$ cat config.mk
export PLATFORM = sky130hd
export DESIGN_NAME = sel_shift_pipe
export DESIGN_NICKNAME = d
export VERILOG_FILES = /design/src/rtl/sel_shift_pkg.sv /design/src/rtl/sel_shift_pipe_en_reg.sv /design/src/rtl/sel_shift_pipe.sv
export SDC_FILE = /design/constraint.sdc
export NUM_CORES = 2
export LEC_CHECK = 0
export CORE_ASPECT_RATIO = 2
export CORE_MARGIN = 2
export CORE_UTILIZATION = 50
export CTS_CLUSTER_SIZE = 12
export DETAILED_ROUTE_END_ITERATION = 8
export GPL_ROUTABILITY_DRIVEN = 0
export HOLD_SLACK_MARGIN = 0.12
export PLACE_DENSITY_LB_ADDON = 0.3
export SYNTH_ARGS = -nofsm -noshare
export SYNTH_HDL_FRONTEND = slang
export SYNTH_HIERARCHICAL = 1
export SYNTH_SLANG_ARGS = --single-unit
$ cat constraint.sdc
create_clock -name Clk -period 4.8 [get_ports Clk]
set_clock_uncertainty 0.1 [all_clocks]
set_input_delay 0.96 -clock Clk [delete_from_list [all_inputs] [get_ports Clk]]
set_output_delay 0.96 -clock Clk [all_outputs]
set_load 0.005 [all_outputs]
$ cat src/rtl/sel_shift_pkg.sv
// Shared definitions for the sel_shift_pipe datapath: select modes, shift-amount
// width helper and the bit widths of the stage-1 and stage-2 payload buses.
package sel_shift_pkg;

  localparam logic [1:0] MODE_MIN    = 2'd0;
  localparam logic [1:0] MODE_MAX    = 2'd1;
  localparam logic [1:0] MODE_BYPASS = 2'd2;

  // Width of a shift amount able to address every bit of a dw-bit word.
  function automatic int shw(input int dw);
    return (dw > 1) ? $clog2(dw) : 1;
  endfunction

  // Stage-1 payload layout, MSB first: d, e, f, lt, eq, shamt, mode.
  function automatic int s1_bits(input int dw, input int sw);
    return 3 * dw + 2 + sw + 2;
  endfunction

  // Stage-2 payload layout, MSB first: g, h, lt, eq, shamt.
  function automatic int s2_bits(input int dw, input int sw);
    return 2 * dw + 2 + sw;
  endfunction

endpackage

$ cat src/rtl/sel_shift_pipe_en_reg.sv
// Parametrised-width register with load enable and asynchronous active-low clear.
module en_reg #(
  parameter int W = 1
) (
  input  logic         clk,
  input  logic         rst_n,
  input  logic         en,
  input  logic [W-1:0] d,
  output logic [W-1:0] q
);

  // Load d when enabled, otherwise hold; clear immediately on reset.
  always_ff @(posedge clk or negedge rst_n) begin
    if (!rst_n) begin
      q <= {W{1'b0}};
    end else if (en) begin
      q <= d;
    end
  end

endmodule

$ cat src/rtl/sel_shift_pipe.sv
// Three-stage elastic add/compare/select/shift datapath. All stages advance
// together on a single global enable, so a stalled consumer freezes the whole
// pipe and no beat is lost or duplicated.
module sel_shift_pipe
  import sel_shift_pkg::*;
#(
  parameter int DATAWIDTH = 64,
  parameter int OUTWIDTH  = 32,
  parameter int SIGNED    = 0
) (
  input  logic                       Clk,
  input  logic                       Rst,
  input  logic                       in_valid,
  output logic                       in_ready,
  input  logic [DATAWIDTH-1:0]       a,
  input  logic [DATAWIDTH-1:0]       b,
  input  logic [DATAWIDTH-1:0]       c,
  input  logic [shw(DATAWIDTH)-1:0]  shamt,
  input  logic [1:0]                 mode,
  output logic                       out_valid,
  input  logic                       out_ready,
  output logic [OUTWIDTH-1:0]        x,
  output logic [OUTWIDTH-1:0]        z,
  output logic                       trunc
);

  localparam int DW = DATAWIDTH;
  localparam int OW = OUTWIDTH;
  localparam int SW = shw(DATAWIDTH);
  localparam int S1 = s1_bits(DATAWIDTH, SW);
  localparam int S2 = s2_bits(DATAWIDTH, SW);
  localparam int S3 = 2 * OUTWIDTH + 1;

  logic          adv_s;
  logic [DW-1:0] d_s, e_s, f_s;
  logic          lt_s, eq_s;
  logic [DW-1:0] g_s, h_s;
  logic [DW-1:0] xs_s, zs_s;
  logic          trunc_s;

  logic          v1_r, v2_r;
  logic [S1-1:0] p1_r;
  logic [S2-1:0] p2_r;
  logic [S3-1:0] p3_r;

  logic [DW-1:0] d1_r, e1_r, f1_r;
  logic          lt1_r, eq1_r;
  logic [SW-1:0] sh1_r;
  logic [1:0]    mode1_r;
  logic [DW-1:0] g2_r, h2_r;
  logic          lt2_r, eq2_r;
  logic [SW-1:0] sh2_r;

  assign adv_s    = !out_valid || out_ready;
  assign in_ready = adv_s;

  assign {d1_r, e1_r, f1_r, lt1_r, eq1_r, sh1_r, mode1_r} = p1_r;
  assign {g2_r, h2_r, lt2_r, eq2_r, sh2_r}                = p2_r;
  assign {x, z, trunc}                                    = p3_r;

  // Stage-1 arithmetic: wrap-around sums/difference and the sum comparison.
  always_comb begin
    d_s = a + b;
    e_s = a + c;
    f_s = a - b;
    if (SIGNED != 0) begin
      lt_s = $signed(d_s) < $signed(e_s);
    end else begin
      lt_s = d_s < e_s;
    end
    eq_s = (d_s == e_s);
  end

  // Stage-2 select: reserved mode falls through to MIN.
  always_comb begin
    case (mode1_r)
      MODE_MAX:    g_s = lt1_r ? e1_r : d1_r;
      MODE_BYPASS: g_s = d1_r;
      default:     g_s = lt1_r ? d1_r : e1_r;
    endcase
    if (mode1_r == MODE_BYPASS || eq1_r) begin
      h_s = f1_r;
    end else begin
      h_s = g_s;
    end
  end

  // Stage-3 shift: full-width shifts, overflow past DATAWIDTH is simply lost.
  always_comb begin
    xs_s = h2_r << (lt2_r ? sh2_r : {SW{1'b0}});
    zs_s = g2_r << (eq2_r ? sh2_r : {SW{1'b0}});
  end

  if (OW < DW) begin : g_trunc
    assign trunc_s = (|xs_s[DW-1:OW]) || (|zs_s[DW-1:OW]);
  end else begin : g_notrunc
    assign trunc_s = 1'b0;
  end

  en_reg #(.W(1))  u_v1 (.clk(Clk), .rst_n(Rst), .en(adv_s), .d(in_valid), .q(v1_r));
  en_reg #(.W(S1)) u_p1 (.clk(Clk), .rst_n(Rst), .en(adv_s),
                         .d({d_s, e_s, f_s, lt_s, eq_s, shamt, mode}), .q(p1_r));
  en_reg #(.W(1))  u_v2 (.clk(Clk), .rst_n(Rst), .en(adv_s), .d(v1_r), .q(v2_r));
  en_reg #(.W(S2)) u_p2 (.clk(Clk), .rst_n(Rst), .en(adv_s),
                         .d({g_s, h_s, lt1_r, eq1_r, sh1_r}), .q(p2_r));
  en_reg #(.W(1))  u_v3 (.clk(Clk), .rst_n(Rst), .en(adv_s), .d(v2_r), .q(out_valid));
  en_reg #(.W(S3)) u_p3 (.clk(Clk), .rst_n(Rst), .en(adv_s),
                         .d({xs_s[OW-1:0], zs_s[OW-1:0], trunc_s}), .q(p3_r));

endmodule
* Word level (Yosys, flattened, before mapping)
Cells that the tools add are included.
** Storage, ports and cells
- Register bits after elaboration :: 406
- Bits of input ports :: 204
- Output and inout port bits :: 67
** Operators by class
- Add/sub/neg operators :: 3
- $lt $le $gt $ge :: 1
- Muxes and demuxes :: 6
- Shift-type cells :: 2
- Reductions and logical operators :: 6
- Equality and inequality tests :: 3
** Operator list (number)
- two-way mux 64 bit :: 3
- adder 64 bit :: 2
- case mux 64 bit (2 select lines) :: 1
- left shift 64 x 6 -> 64 bit :: 2
- equality test 64 bit :: 1
- < comparator 64 bit :: 1
- OR reduction 32 bit :: 2
- subtractor 64 bit :: 1
- two-way mux 6 bit :: 2
- logical OR 1 bit :: 3
- equality test 2 x 1 -> 1 bit (second input constant) :: 1
- equality test 2 bit (second input constant) :: 1
- logical NOT 1 bit :: 1

* Logic depth before layout (Yosys ltp)
- Depth in word-level cells :: 4
- Gate-level depth with buffers :: 27
- Mapped depth without buffers :: 27

* By module
The synthesis kept the hierarchy.
** Modules (own cells, without submodules)
- sel_shift_pipe :: times used 1, area an instance 22685.5 µm², cells an instance 3289
- en_reg at u_p1 :: times used 1, area an instance 7557.2 µm², cells an instance 426
- en_reg at u_p2 :: times used 1, area an instance 5197.5 µm², cells an instance 287
- en_reg at u_p3 :: times used 1, area an instance 2618.8 µm², cells an instance 137
- en_reg at u_v1 ... :: times used 3, area an instance 40.0 µm², cells an instance 2

* Worst setup path before layout
Ideal clock, no wire load.
- Kind :: input port to flip-flop
- From :: input b[10]
- To :: register u_p1.q[9]
- Required time :: 4635 ps
- Buffers on the path :: 1
- Library setup time :: 65 ps
- Cell stages on the path :: 26
- Path slack :: -955 ps
- Arrival time :: 5589 ps
- Path through :: inv_1 -> ha_1 -> buf_6 -> or4_4 -> or3_4 -> or4_1 -> or3_4 -> a21oi_4 -> o21ai_2 -> o21ai_4 -> a211oi_4 -> o21ai_4 -> a21oi_2 -> xnor2_1 -> ha_1 -> nor2b_1 -> o21ai_0 -> nand2b_1 -> a21oi_1 -> nor2b_1 -> o21ai_0 -> nand2b_1 -> a21oi_1 -> o21ai_0 -> a2111oi_0 -> mux2_2
** On the way
- Word-level cells in the longest chain between the ends :: 2
** Ends and longest elaborated chain
- start: declaration :: line sel_shift_pipe.sv:16 : input logic [DATAWIDTH-1:0] b,
- adder 64 bit :: line sel_shift_pipe.sv:63 : d_s = a + b;
- named net d_s[58] :: line sel_shift_pipe.sv:35 : logic [DW-1:0] d_s, e_s, f_s;
- < comparator 64 bit :: line sel_shift_pipe.sv:69 : lt_s = d_s < e_s;
- named net lt_s :: line sel_shift_pipe.sv:36 : logic lt_s, eq_s;
- end signal: assignment :: line sel_shift_pipe_en_reg.sv:15 : q <= {W{1'b0}};
- end: declaration :: line sel_shift_pipe_en_reg.sv:9 : output logic [W-1:0] q
The timed path passes the listed nets, and every way through them passes these cells.
A chain may end at the register's enable or synchronous reset.

* Worst setup path in the final report
Same ends and word-level chain as after synthesis.

==> impl_metrics.tcl <==
set metrics [dict create \
    grt_use_met3_pct 4.21 \
    io_buffers 270 \
    post-route-min-period_ns 5.56 \
    regToRegSetupSlack_ns 0.31 \
    row_count 143 \
    start_util_pct 50.3 \
    min_path_type "input port to async pin" \
    period_share_pct 116 \
    combPwrFrac_pct 62.2 \
    clockRootBuffer "clkbuf_16" \
    final_hold_viol_count 0 \
    p_leak_nw 23.5 \
    via_count 36900 \
    synth-seq-cells 406 \
    cts_max_path_buffers 3 \
    cts_tree "done" \
    switching_power_w 0.0110 \
    route.detailed.drc 1 \
    synth.largest_area_cell "dfrtp_1" \
    yosysWarnings 6 \
    tightest_slew_ns 1.11 \
    setup_viol 2 \
    core-area_um2 75900 \
    synth-seq-area-share_pct 26.6 \
    numCtsBuffers 40 \
    syn_inst 4145 \
    drive_above_1_share_pct 34.9 \
    syn-cell-area_um2 38200 \
    synth_top_area_share_pct 26.6 \
    placed_area_um2 47700 \
    grt_max_degree 167 \
    grt_pass1_wl_um 202000 \
    switching_share_pct 42.9 \
    grtUsageMet1_pct 36.4 \
    maxSlewViolCount 0 \
    violations "DRC, setup timing" \
    ios 271 \
    fmax_ghz 0.180 \
    avgSynthCellArea_um2 9.21 \
    irDropWorstVdd_uv 296 \
    rr_worst_depth 9 \
    vias_per_cell 6.02 \
    drt_first_pass_iters 8 \
    drt-initial-drc-count 2804 \
    synth-main-ff-cell "dfrtp_1" \
    cp_max_fo 3 \
    clkTransAtPathRegs_ns 0.06 \
    crit_path_end_kind "register" \
    synthTopCellsByCount "mux2_2, dfrtp_1, a21oi_1" \
    regToRegEndpoint "u_p3/q[0]$_DFFE_PN0P_" \
    status "complete, but fails checks" \
    antenna_found_initial 3 \
    yosysUniqueCellTypes 93 \
    die_area_um2 78700 \
    synth.most_common_cell "mux2_2" \
    cts_max_level 2 \
    async_flop_share_pct 100 \
    hpwl_um 100000 \
    startpoint_type "input port" \
    grt_pass1_vias 37100 \
    synth_nets 4607 \
    busiest_layer "met2" \
    maxCapViolCount 0 \
    power_frac_clock_pct 11.2 \
    die_w_um 199 \
    nets 5573 \
    synth_edf_count 0 \
    pre_cts_ws_ns -2.21 \
    rsz0062_at_grt "yes" \
    setup_slack_ns -0.762 \
    syn_to_final_growth_pct 32.1 \
    final_area_um2 50400 \
    gr-usage-met2_pct 58.1 \
    synth_area_leaders "dfrtp_1, mux2_2, ha_1" \
    drt.antenna.violating_nets 0 \
    die_h_um 395 \
    reg2reg_from "u_p2/q[1]$_DFFE_PN0P_" \
    path_class "input port to register" \
    worstPathArrival_ns 5.97 \
    insertion_delay_ns 0.58 \
    wl_per_cell_um 21.3 \
    cts_sinks 406 \
    grt_usage_pct 32.5 \
    power_density_nw_per_um2 508 \
    p_int_w 0.0147 \
    cp.required_ns 5.20 \
    grt_overflow_total 0 \
    relSlewSlack_pct 26.1 \
    drt-total-wl_um 131000 \
    power_frac_seq_pct 26.7 \
]
## per-stage QoR
step / TNS, ns / std cells / power, W / hold slack, ns / utilization (%)
floorplan: -1.25 / 4145 / 0.0164 / 0.375 / -
global placement: -33.94 / 6036 / 0.0214 / 0.385 / 62.8
detailed placement: -38.52 / 6036 / 0.0219 / 0.390 / 62.8
CTS: -1.34 / 6115 / 0.0250 / 0.377 / 65.3
global route: -1.91 / 6135 / 0.0271 / 0.401 / 66.5
finish: -1.30 / 6137 / 0.0256 / 0.353 / 66.5
## cells by family after synthesis
family          after synthesis  synth area share (%)
simple gates                980                  12.5
compound gates             1074                  18.4
buf+inv                     476                  5.40
flops                       406                  26.6
mux                         755                  24.1
fa+ha+maj                   258                  8.51
xor+xnor                    196                  4.50
## power by group through the flow
stage	Combinational (W)	Clock, W	Sequential (W)
finish	0.0159	0.00286	0.00684
floorplan	0.0104	0	0.00599
detailed placement	0.0151	0	0.00676
CTS	0.0154	0.00290	0.00672
global placement	0.0148	0	0.00665
global route	0.0170	0.00302	0.00701
## flip-flops by register name, indices dropped and copies added (netlist names)
| name | flops |
|---|---|
| u_p1/q | 202 |
| u_p3/q | 65 |
| u_v2/q | 1 |
| u_v1/q | 1 |
| u_p2/q | 136 |
| u_v3/q | 1 |
## worst max-delay path, cell delays in order
cell,delay [ns]
buf_6,0.11
inv_6,0.04
ha_4,0.18
or4_4,0.55
or3_4,0.35
or4_4,0.41
or3_4,0.39
a21oi_4,0.27
o21ai_4,0.12
o21ai_4,0.21
a211oi_4,0.11
o21ai_4,0.20
a21oi_4,0.09
xnor2_2,0.14
ha_1,0.29
nor2b_1,0.14
o21ai_1,0.14
nand2b_1,0.09
a21oi_2,0.12
nor2b_1,0.05
o21ai_1,0.11
nand2b_1,0.08
a21oi_2,0.16
o21ai_2,0.11
a2111oi_4,0.34
mux2_4,0.20
## cells in the final DEF, fill, tap and decap left out, types with 19 or more instances in the layout
cell               n
a21o_1            74
xnor2_1          141
nor4_1            22
mux2_4            95
a211oi_1          46
ha_1             218
clkbuf_16         41
o31ai_1           19
mux4_2            50
nand4_1           53
xor2_1            46
o211ai_1          20
mux2_2           449
ha_4              33
nand2b_1          41
o21ai_0          124
nor3_1            60
buf_6             22
nor2b_1           54
dfrtp_1          404
a221oi_1          69
buf_4            885
inv_1            201
a21oi_2           28
nor2_1           270
a21oi_1          353
a31oi_1           43
mux2i_1          161
nand3_1           58
and3_1            48
o21a_1            25
nand2_1          237
o21bai_1          61
clkdlybuf4s50_1  219
and2_1            33
dlymetal6s2s_1    26
## area by class of cell
type	count	area [um2]
antenna	3	7.51
timing repair buffer	1185	9820
inverter	215	812
tap	1015	1270
clock buffer	45	1060
sequential	406	10200
fill	6081	25400
multi-input combinational	3263	27300
clock inverter	5	53.8
## what timing repair did
| item | 4_1_cts | 5_1_grt |
|---|---|---|
| setup buffers | 32 | 21 |
| endpoints found under the setup margin | 20 | 15 |
| hold buffers | 0 | 0 |
| gates resized for setup | 175 | 166 |
| pin swaps | 64 | 115 |
## layer usage
metal / part of all wire [%] / vias up
met5: 0.013 / -
met3: 5.3 / 507
met2: 51 / 1521
met4: 7.3 / 2
li1: - / 17200
met1: 37 / 17700
## worst max path at each step
| stage | start | endpoint | slack, ns | cells after the start |
|---|---|---|---|---|
| finish | b[10] | u_p1/q[9]$_DFFE_PN0P_ | -0.76 | 26 |
| global placement | b[9] | u_p1/q[9]$_DFFE_PN0P_ | -2.05 | 29 |
| CTS | c[0] | u_p1/q[9]$_DFFE_PN0P_ | -0.77 | 31 |
| floorplan | a[10] | u_p1/q[9]$_DFFE_PN0P_ | -0.87 | 25 |
| global route | a[9] | u_p1/q[9]$_DFFE_PN0P_ | -1.02 | 32 |
| detailed placement | b[9] | u_p1/q[9]$_DFFE_PN0P_ | -2.21 | 29 |
No activity file was read; power rests on OpenSTA's default activity.
